<file path="src/rtl/io_bus_ctrl.sv">
// io_bus_ctrl: memory-mapped IO peripheral on the CPU IO bus.
// Drives LEDs and an 8-digit multiplexed hex display. Returns debounced
// switches, a pending-change flag and a free-running cycle counter.
module io_bus_ctrl #(
  parameter int unsigned SCAN_DIV   = 100000,
  parameter int unsigned DEB_CYCLES = 1000000
) (
  input  logic        clk,
  input  logic        rst,
  input  logic [7:0]  io_addr,
  input  logic [31:0] io_dout,
  input  logic        io_we,
  output logic [31:0] io_din,
  input  logic [15:0] sw,
  output logic [15:0] led,
  output logic [7:0]  an,
  output logic [6:0]  seg
);

  localparam int unsigned SCAN_W = (SCAN_DIV   > 1) ? $clog2(SCAN_DIV)   : 1;
  localparam int unsigned DEB_W  = (DEB_CYCLES > 1) ? $clog2(DEB_CYCLES) : 1;

  localparam logic [5:0] A_LED   = 6'h00;
  localparam logic [5:0] A_SEG   = 6'h01;
  localparam logic [5:0] A_SW    = 6'h02;
  localparam logic [5:0] A_STAT  = 6'h03;
  localparam logic [5:0] A_CYCLE = 6'h04;

  // Segment patterns {g,f,e,d,c,b,a}, active low.
  function automatic logic [6:0] hex7(input logic [3:0] v);
    case (v)
      4'h0: hex7 = 7'b1000000;
      4'h1: hex7 = 7'b1111001;
      4'h2: hex7 = 7'b0100100;
      4'h3: hex7 = 7'b0110000;
      4'h4: hex7 = 7'b0011001;
      4'h5: hex7 = 7'b0010010;
      4'h6: hex7 = 7'b0000010;
      4'h7: hex7 = 7'b1111000;
      4'h8: hex7 = 7'b0000000;
      4'h9: hex7 = 7'b0010000;
      4'hA: hex7 = 7'b0001000;
      4'hB: hex7 = 7'b0000011;
      4'hC: hex7 = 7'b1000110;
      4'hD: hex7 = 7'b0100001;
      4'hE: hex7 = 7'b0000110;
      default: hex7 = 7'b0001110;
    endcase
  endfunction

  logic [15:0]       led_q, led_d;
  logic [31:0]       seg_data_q, seg_data_d;
  logic [15:0]       sw_meta_q, sw_s_q, sw_prev_q;
  logic [DEB_W-1:0]  deb_cnt_q, deb_cnt_d;
  logic [15:0]       sw_db_q, sw_db_d;
  logic              sw_pend_q, sw_pend_d;
  logic [31:0]       cycle_q, cycle_d;
  logic [SCAN_W-1:0] scan_cnt_q, scan_cnt_d;
  logic [2:0]        idx_q, idx_d;
  logic [7:0]        an_q, an_d;
  logic [6:0]        seg_q, seg_d;

  logic [5:0] word_addr;
  logic       wr_led, wr_seg, wr_stat;
  logic       unused_addr_bits;

  assign word_addr        = io_addr[7:2];
  assign unused_addr_bits = ^io_addr[1:0];
  assign wr_led  = io_we && (word_addr == A_LED);
  assign wr_seg  = io_we && (word_addr == A_SEG);
  assign wr_stat = io_we && (word_addr == A_STAT);

  // Load data mux, purely combinational from the address.
  always_comb begin
    io_din = '0;
    case (word_addr)
      A_LED:   io_din = {16'h0000, led_q};
      A_SEG:   io_din = seg_data_q;
      A_SW:    io_din = {16'h0000, sw_db_q};
      A_STAT:  io_din = {31'h0, sw_pend_q};
      A_CYCLE: io_din = cycle_q;
      default: io_din = '0;
    endcase
  end

  // Next-state for registers, debouncer, cycle counter and display scan.
  always_comb begin
    led_d      = led_q;
    seg_data_d = seg_data_q;
    deb_cnt_d  = deb_cnt_q;
    sw_db_d    = sw_db_q;
    sw_pend_d  = sw_pend_q;
    cycle_d    = cycle_q + 32'd1;
    scan_cnt_d = scan_cnt_q;
    idx_d      = idx_q;

    if (wr_led) led_d = io_dout[15:0];
    if (wr_seg) seg_data_d = io_dout;

    if (sw_s_q != sw_prev_q) begin
      deb_cnt_d = '0;
    end else if (deb_cnt_q == DEB_W'(DEB_CYCLES - 1)) begin
      sw_db_d = sw_s_q;
    end else begin
      deb_cnt_d = deb_cnt_q + 1'b1;
    end

    // Clear first so a simultaneous new change re-sets the flag.
    if (wr_stat && io_dout[0]) sw_pend_d = 1'b0;
    if (sw_db_d != sw_db_q) sw_pend_d = 1'b1;

    if (scan_cnt_q == SCAN_W'(SCAN_DIV - 1)) begin
      scan_cnt_d = '0;
      idx_d      = idx_q + 3'd1;
    end else begin
      scan_cnt_d = scan_cnt_q + 1'b1;
    end

    // Digit enable and pattern use next-state values so both stay aligned
    // with idx and a SEG write shows on the following edge.
    an_d  = ~(8'b1 << idx_d);
    seg_d = hex7(seg_data_d[{idx_d, 2'b00} +: 4]);
  end

  // State registers with synchronous reset.
  always_ff @(posedge clk) begin
    if (rst) begin
      led_q      <= '0;
      seg_data_q <= '0;
      sw_meta_q  <= '0;
      sw_s_q     <= '0;
      sw_prev_q  <= '0;
      deb_cnt_q  <= '0;
      sw_db_q    <= '0;
      sw_pend_q  <= 1'b0;
      cycle_q    <= '0;
      scan_cnt_q <= '0;
      idx_q      <= '0;
      an_q       <= 8'hFE;
      seg_q      <= 7'b1000000;
    end else begin
      led_q      <= led_d;
      seg_data_q <= seg_data_d;
      sw_meta_q  <= sw;
      sw_s_q     <= sw_meta_q;
      sw_prev_q  <= sw_s_q;
      deb_cnt_q  <= deb_cnt_d;
      sw_db_q    <= sw_db_d;
      sw_pend_q  <= sw_pend_d;
      cycle_q    <= cycle_d;
      scan_cnt_q <= scan_cnt_d;
      idx_q      <= idx_d;
      an_q       <= an_d;
      seg_q      <= seg_d;
    end
  end

  assign led = led_q;
  assign an  = an_q;
  assign seg = seg_q;

endmodule

</file>
<file path="config.mk">
export PLATFORM = sky130hd
export DESIGN_NAME = io_bus_ctrl
export DESIGN_NICKNAME = d
export VERILOG_FILES = /design/src/rtl/io_bus_ctrl.sv
export SDC_FILE = /design/constraint.sdc
export NUM_CORES = 1
export LEC_CHECK = 0
export BUFFER_PORTS_ARGS = -buffer_cell sky130_fd_sc_hd__buf_2
export CORE_UTILIZATION = 40
export DETAILED_ROUTE_END_ITERATION = 8
export GPL_TIMING_DRIVEN = 0
export SLEW_MARGIN = 20
export SYNTH_ARGS = -nofsm -noshare
export SYNTH_HDL_FRONTEND = slang
export SYNTH_SLANG_ARGS = --single-unit
export TNS_END_PERCENT = 50
</file>
<file path="constraint.sdc">
create_clock -name clk -period 3.2 [get_ports clk]
set_input_delay 0.16 -clock clk [delete_from_list [all_inputs] [get_ports clk]]
set_output_delay 0.16 -clock clk [all_outputs]
set_load 0.03 [all_outputs]
</file>
== Word level (Yosys, flattened, before mapping) ==
Memories as Yosys holds them, arrays and structs flattened. A register that Yosys moved wholly into a read port is not among the register bits.
Cells that the tools add are included.

* Equality and inequality tests: 8
* Shift operators: 2
* Reduce and logical (&&, ||, !) cells: 8
* Add/sub/neg operators: 4
* Bitwise gates (word level): 1
* Multiplexer cells: 7

{| class="wikitable"
|+ Operators with widths
! cell !! count
|-
| 32-bit case mux with 5 select lines || 1
|-
| 32-bit by 1-bit adder with 32-bit output, second input constant || 1
|-
| 16-bit two-way mux || 2
|-
| 32-bit two-way mux || 1
|-
| 16-bit != test || 2
|-
| 32-bit by 6-bit indexed part select with 4-bit output || 1
|-
| 20-bit by 1-bit adder with 20-bit output, second input constant || 1
|-
| 20-bit == test, second input constant || 1
|-
| 17-bit by 1-bit adder with 17-bit output, second input constant || 1
|-
| 17-bit == test, second input constant || 1
|-
| 6-bit by 2-bit == test with 1-bit output, second input constant || 2
|-
| 8-bit inverter || 1
|-
| 1-bit by 3-bit << shifter with 8-bit output, first input constant || 1
|-
| 6-bit by 1-bit == test with 1-bit output, second input constant || 1
|-
| 6-bit by 3-bit == test with 1-bit output, second input constant || 1
|-
| 6-bit zero test || 1
|-
| 1-bit logical AND || 4
|-
| 2-bit OR reduction || 2
|-
| 3-bit by 1-bit adder with 3-bit output, second input constant || 1
|-
| 3-bit two-way mux || 1
|-
| 1-bit two-way mux || 2
|-
| 2-bit nonzero test || 1
|}

* Input bits: 59
* Register bits after elaboration: 193
* Memories: 1
* Output and inout bits: 63
* Word-level logic and storage cells: 43
* Memory bits (read-only): 112

{| class="wikitable"
|+ Memory list
! name !! depth !! width !! read ports !! clocked after memory_dff !! write ports !! line !! source
|-
| (no name shown) || 16 || 7 || 1 || 1 || 0 || 31 || <nowiki>case (v)</nowiki>
|}

== Logic depth before layout (Yosys ltp) ==
* Word-level depth: 5
* Gate-level depth with buffers: 16
* Mapped depth without buffers: 14

== Worst setup path after synthesis ==
No wires, ideal clock.

* Kind: reg2reg
* Start: reg scan_cnt_q[8]
* End: reg seg_q[5], in the netlist seg[5]
* Setup slack: -0.242 ns
* Arrival time: 3.355 ns
* Setup time: 0.087 ns
* Buffers on the path: 2
* Required time: 3.113 ns
* Clock period less this slack: 3.442 ns
* Cell stages (with the launch flop): 13
* Cells stage by stage: dfxtp_1 > or4b_4 > nor4_4 > buf_4 > buf_2 > mux2i_1 > o311ai_0 > a221oi_1 > o32a_1 > inv_1 > ha_1 > or4_1 > o31ai_1

* Word-level cells in the longest chain between the ends: 3

{| class="wikitable"
|+ RTL lines
! element !! line !! source
|-
| start, declared || 58 || <nowiki>logic [SCAN_W-1:0] scan_cnt_q, scan_cnt_d;</nowiki>
|-
| start signal, assigned || 151 || <nowiki>scan_cnt_q <= scan_cnt_d;</nowiki>
|-
| 17-bit == test || 112 || <nowiki>if (scan_cnt_q == SCAN_W'(SCAN_DIV - 1)) begin</nowiki>
|-
| 3-bit two-way mux || 112 ||
|-
| 32-bit by 6-bit indexed part select with 4-bit output || 122 || <nowiki>seg_d = hex7(seg_data_d[{idx_d, 2'b00} +: 4]);</nowiki>
|-
| end, declared || 61 || <nowiki>logic [6:0] seg_q, seg_d;</nowiki>
|}

Every way passes these cells.
A chain may end at the register's enable or synchronous reset.

== Worst setup path in the final report ==
* Start: reg scan_cnt_q[11]
* End: reg seg_q[5], in the netlist seg[5]

The elaborated chain is that of the path after synthesis.

==> results.env <==
STATUS='finished with violations'
FAILED_CHECKS='negative setup slack'
AREA_DELTA_SYNTH_FINAL_PCT=30.4
FINISH.CELL_COUNT_WITHOUT_FILLERS=1492
DIE-AREA_SQ_UM=22500
HTREEDEPTH=4
DIE_H_UM=150
HOLD_PATH.STARTPOINT='io_dout[8]'
TIMING.RR.END='seg[5]'
SYNTH.CELL_AREA_SQ_UM=8750
PATH_CLK_SLEW_NS=0.07
DRTANTENNAVIOLNETS=0
DETAILEDROUTE.FIRSTPASSITERATIONCOUNT=5
INITIAL_CORE_UTIL_PCT=41.2
ANTENNA_CELLS=0
YS_FF_LATCH=200
WORSTHOLDPATHTYPE='input pin to flip-flop'
CP-END-KIND='flip-flop'
PORT_BUFFERS=118
HOLDPATHEND='led[8]'
FINALMAXSLEWVIOLATIONS=0
TIMING.CRITICAL_PATH.REQUIRED_NS=3.55
FLIP_FLOP_CELL_WITH_THE_HIGHEST_COUNT_AFTER_SYNTHESIS='sky130_fd_sc_hd__dfxtp_1'
PLACEDCELLCOUNT=1387
CTSROOTBUFFERMASTER='sky130_fd_sc_hd__clkbuf_16'
REG2REG_SLACK_NS=-0.17
DESIGN_POWER_TOTAL_uW=5060
YOSYSUNIQUECELLTYPES=60
MAXIMUM_FANOUT_ALONG_THE_WORST_PATH=5
HALF_PERIMETER_WIRE_LENGTH_AFTER_PLACEMENT_UM=19300
FINAL_PERIOD_MINUS_WORST_SETUP_SLACK_NS=3.37
NUMBER_OF_ENABLE_FLIP_FLOP_CELLS_AFTER_SYNTHESIS=0
R2R_CELLS=12
SYNTH.NET_COUNT=1061
ROUTED_WIRELENGTH_UM=26900
FINALSETUPVIOLATIONS=5
GR-USAGE-ALL-LAYERS_PCT=24.2
POWER_LEAKAGE_uW=0.00464
DIE_WIDTH_UM=150
YS_SEQ_AREA_SHARE_PCT=45.8
NETS=1271
VDD.IR_DROP.WORST_mV=0.290
SYN_AVG_CELL_AREA_SQ_UM=8.80
TOP_LEVEL_PORTS=122
SYNTHMOSTINSTANTIATEDCELL='sky130_fd_sc_hd__dfxtp_1'
ROUTED_WIRE_PER_STD_CELL_UM=18.1
FIRST_GLOBAL_VIAS=7687
TRITONCTS='built'
CRITICAL_PATH.STARTPOINT_TYPE='flip-flop'
YS.WARNINGS.COUNT=0
HOLD_DEPTH=3
GLOBAL_ROUTE.OVERFLOW_TOTAL=0
CORE_REGION_AREA_SQ_UM=21200
DRT-INITIAL-DRC-COUNT=578
GP_CONGESTION=0.878
CLOCK_SINKS=200
TRITONCTS_BUFFERS=17
CTS-ROOT-TO-SINK-BUFFERS=2
GRT_ANTENNA_BEFORE_REPAIR=0
NUMBER_OF_STANDARD_CELL_ROWS_IN_THE_FLOORPLAN=53
GRT_PASS1_WL_UM=41200
ASYNC_RESET_FF_SHARE_PCT=0
REG2REG_FROM='scan_cnt_q[11]'
WORST-ENDPOINT-ARRIVAL_NS=3.73
UNREPAIRED_SETUP_ENDPOINTS_AFTER_GLOBAL_ROUTING='yes'
WORST_SLEW_PIN_SLEW_NS=0.881
AVGVIACOUNTPERCELL=5.31
GRT_MAX_DEGREE=20
MAX_CAPACITANCE_VIOLATION_COUNT=0
ROUTE.VIAS.TOTAL=7917
CLKLATENCYLATEPIN_NS=0.44
POST_ROUTE_CELLS_DRIVE_ABOVE_1_SHARE_PCT=21.4
TIMING.CLOCK.SKEW_NS=0.0125
POST-ROUTE-DRC-COUNT=0
CRITICAL_PATH_CLASS='flip-flop to flip-flop'
POST-SYNTH-TOP-AREA-CELL='sky130_fd_sc_hd__dfxtp_1'
FINALHOLDVIOLCOUNT=0
SYNTH_TOP_CELL_AREA_SHARE_PCT=45.8
SYN-INSTANCE-COUNT=994
SYNTH_COMMONEST_CELLS='200 x sky130_fd_sc_hd__dfxtp_1, 136 x sky130_fd_sc_hd__nand2_1, 128 x sky130_fd_sc_hd__nor2_1'
FINALCRITPERIODSHARE_PCT=105
MAXSLEWHEADROOM_PCT=41.1
MAX_FREQ_MHz=296
DP_SLACK_NS=-1.16
POSTLAYOUTSETUPSLACKWORST_NS=-0.175
SYNTH.AREA.TOP_CELLS='sky130_fd_sc_hd__dfxtp_1 46%, sky130_fd_sc_hd__nand2_1 5.8%, sky130_fd_sc_hd__xor2_1 5.8%'
PWR_DENSITY_CELL_nW_PER_UM2=444
worst max path at each step:
stage / slack (ns) / cells past startpoint / start / end
2_1_floorplan: -0.18 / 12 / scan_cnt_q[11] / seg[5]
3_3_place_gp: -1.14 / 10 / scan_cnt_q[11] / seg[3]
3_5_place_dp: -1.16 / 10 / scan_cnt_q[11] / seg[3]
4_1_cts: -0.19 / 12 / scan_cnt_q[8] / seg[5]
5_1_grt: -0.25 / 16 / scan_cnt_q[11] / seg[5]
6_report: -0.17 / 12 / scan_cnt_q[11] / seg[5]
worst max-delay path: stages (launching register included):
cell	delay (ns)
sky130_fd_sc_hd__dfxtp_2	0.33
sky130_fd_sc_hd__or4b_4	0.55
sky130_fd_sc_hd__or4_4	0.46
sky130_fd_sc_hd__buf_8	0.16
sky130_fd_sc_hd__nand2_4	0.07
sky130_fd_sc_hd__o22ai_4	0.08
sky130_fd_sc_hd__a2111oi_4	0.35
sky130_fd_sc_hd__o21ai_1	0.14
sky130_fd_sc_hd__a22o_4	0.29
sky130_fd_sc_hd__buf_6	0.13
sky130_fd_sc_hd__ha_4	0.16
sky130_fd_sc_hd__or4_4	0.52
sky130_fd_sc_hd__o31ai_4	0.07
cell families after synthesis:
| family | synth area share [%] |
|---|---|
| AOI/OAI and AO/OA | 11.6 |
| muxes | 5.18 |
| adders and majority gates | 1.14 |
| DFF | 45.8 |
| buffers and inverters | 2.92 |
| xor gates and xnor gates | 9.21 |
| and+or+nand+nor | 24.2 |
layer usage:
layer  wire length [um]  vias up  track usage (%)
li1                   -     3872                -
met1              11800     3733             30.8
met2              12700      265             40.0
met3               1610       47             5.40
met4                792        0             8.94
met5                  0        -                0
state kept, by name (all words and copies together), names as in the netlist:
signal      flops
sw_db_q        16
scan_cnt_q     17
sw_s_q         16
sw_pend_q       1
cycle_q        32
an              8
deb_cnt_q      20
idx_q           3
led            16
sw_meta_q      16
seg             7
seg_data_q     32
sw_prev_q      16
cells in the final DEF, fill, tap and decap left out, drive strengths merged, types with 5 or more instances in the layout:
master,Yosys,final
a222oi,15,15
xnor2,34,34
buf,9,166
dfxtp,200,200
a22o,18,18
mux2i,43,43
ha,8,8
o21ai,16,16
nor2b,50,50
nor2,128,128
nand4,16,16
nand2,136,136
nand3,40,40
and3,15,15
or4,5,5
a21oi,48,48
o31ai,5,5
nor4,11,11
clkbuf,43,59
o22ai,7,7
nor3,19,19
inv,10,16
dlygate4sd3,0,36
xor2,58,58
or3,16,16
timing repair:
item	4_1_cts	5_1_grt
endpoints found under the setup margin	7	8
hold buffers	36	0
resized for setup	57	37
pin swaps	20	17
hold endpoints to repair	37	0
buffers inserted	27	10
layout make-up:
cell class	instances	area, sq um
buffer	52	265
clock buffer	18	439
clock inverter	14	183
fill	2031	9810
inverter	10	40.0
multi-input combinational	732	4890
sequential	200	4010
tap	275	344
timing repair buffer	191	1240
power by group:
| part | switching [uW] | internal (uW) | leakage [uW] | total [uW] |
|---|---|---|---|---|
| logic | 135 | 112 | 0.00271 | 247 |
| registers | 29.6 | 2520 | 0.00162 | 2550 |
| clock network | 1050 | 1210 | 0.000297 | 2260 |
| total | 1220 | 3840 | 0.00464 | 5060 |
through the flow:
stage	TNS (ns)	hold slack, ns	cell area, sq um	utilization, %
6_report	-0.590	0.00858	11400	53.8
5_1_grt	-1.07	0.0194	11400	53.8
4_1_cts	-0.756	0.00415	11100	52.5
3_5_place_dp	-7.31	0.378	9730	45.9
3_3_place_gp	-6.89	0.377	9730	45.9
2_1_floorplan	-0.690	0.288	8800	-
Power figures use the tool's default switching activity.
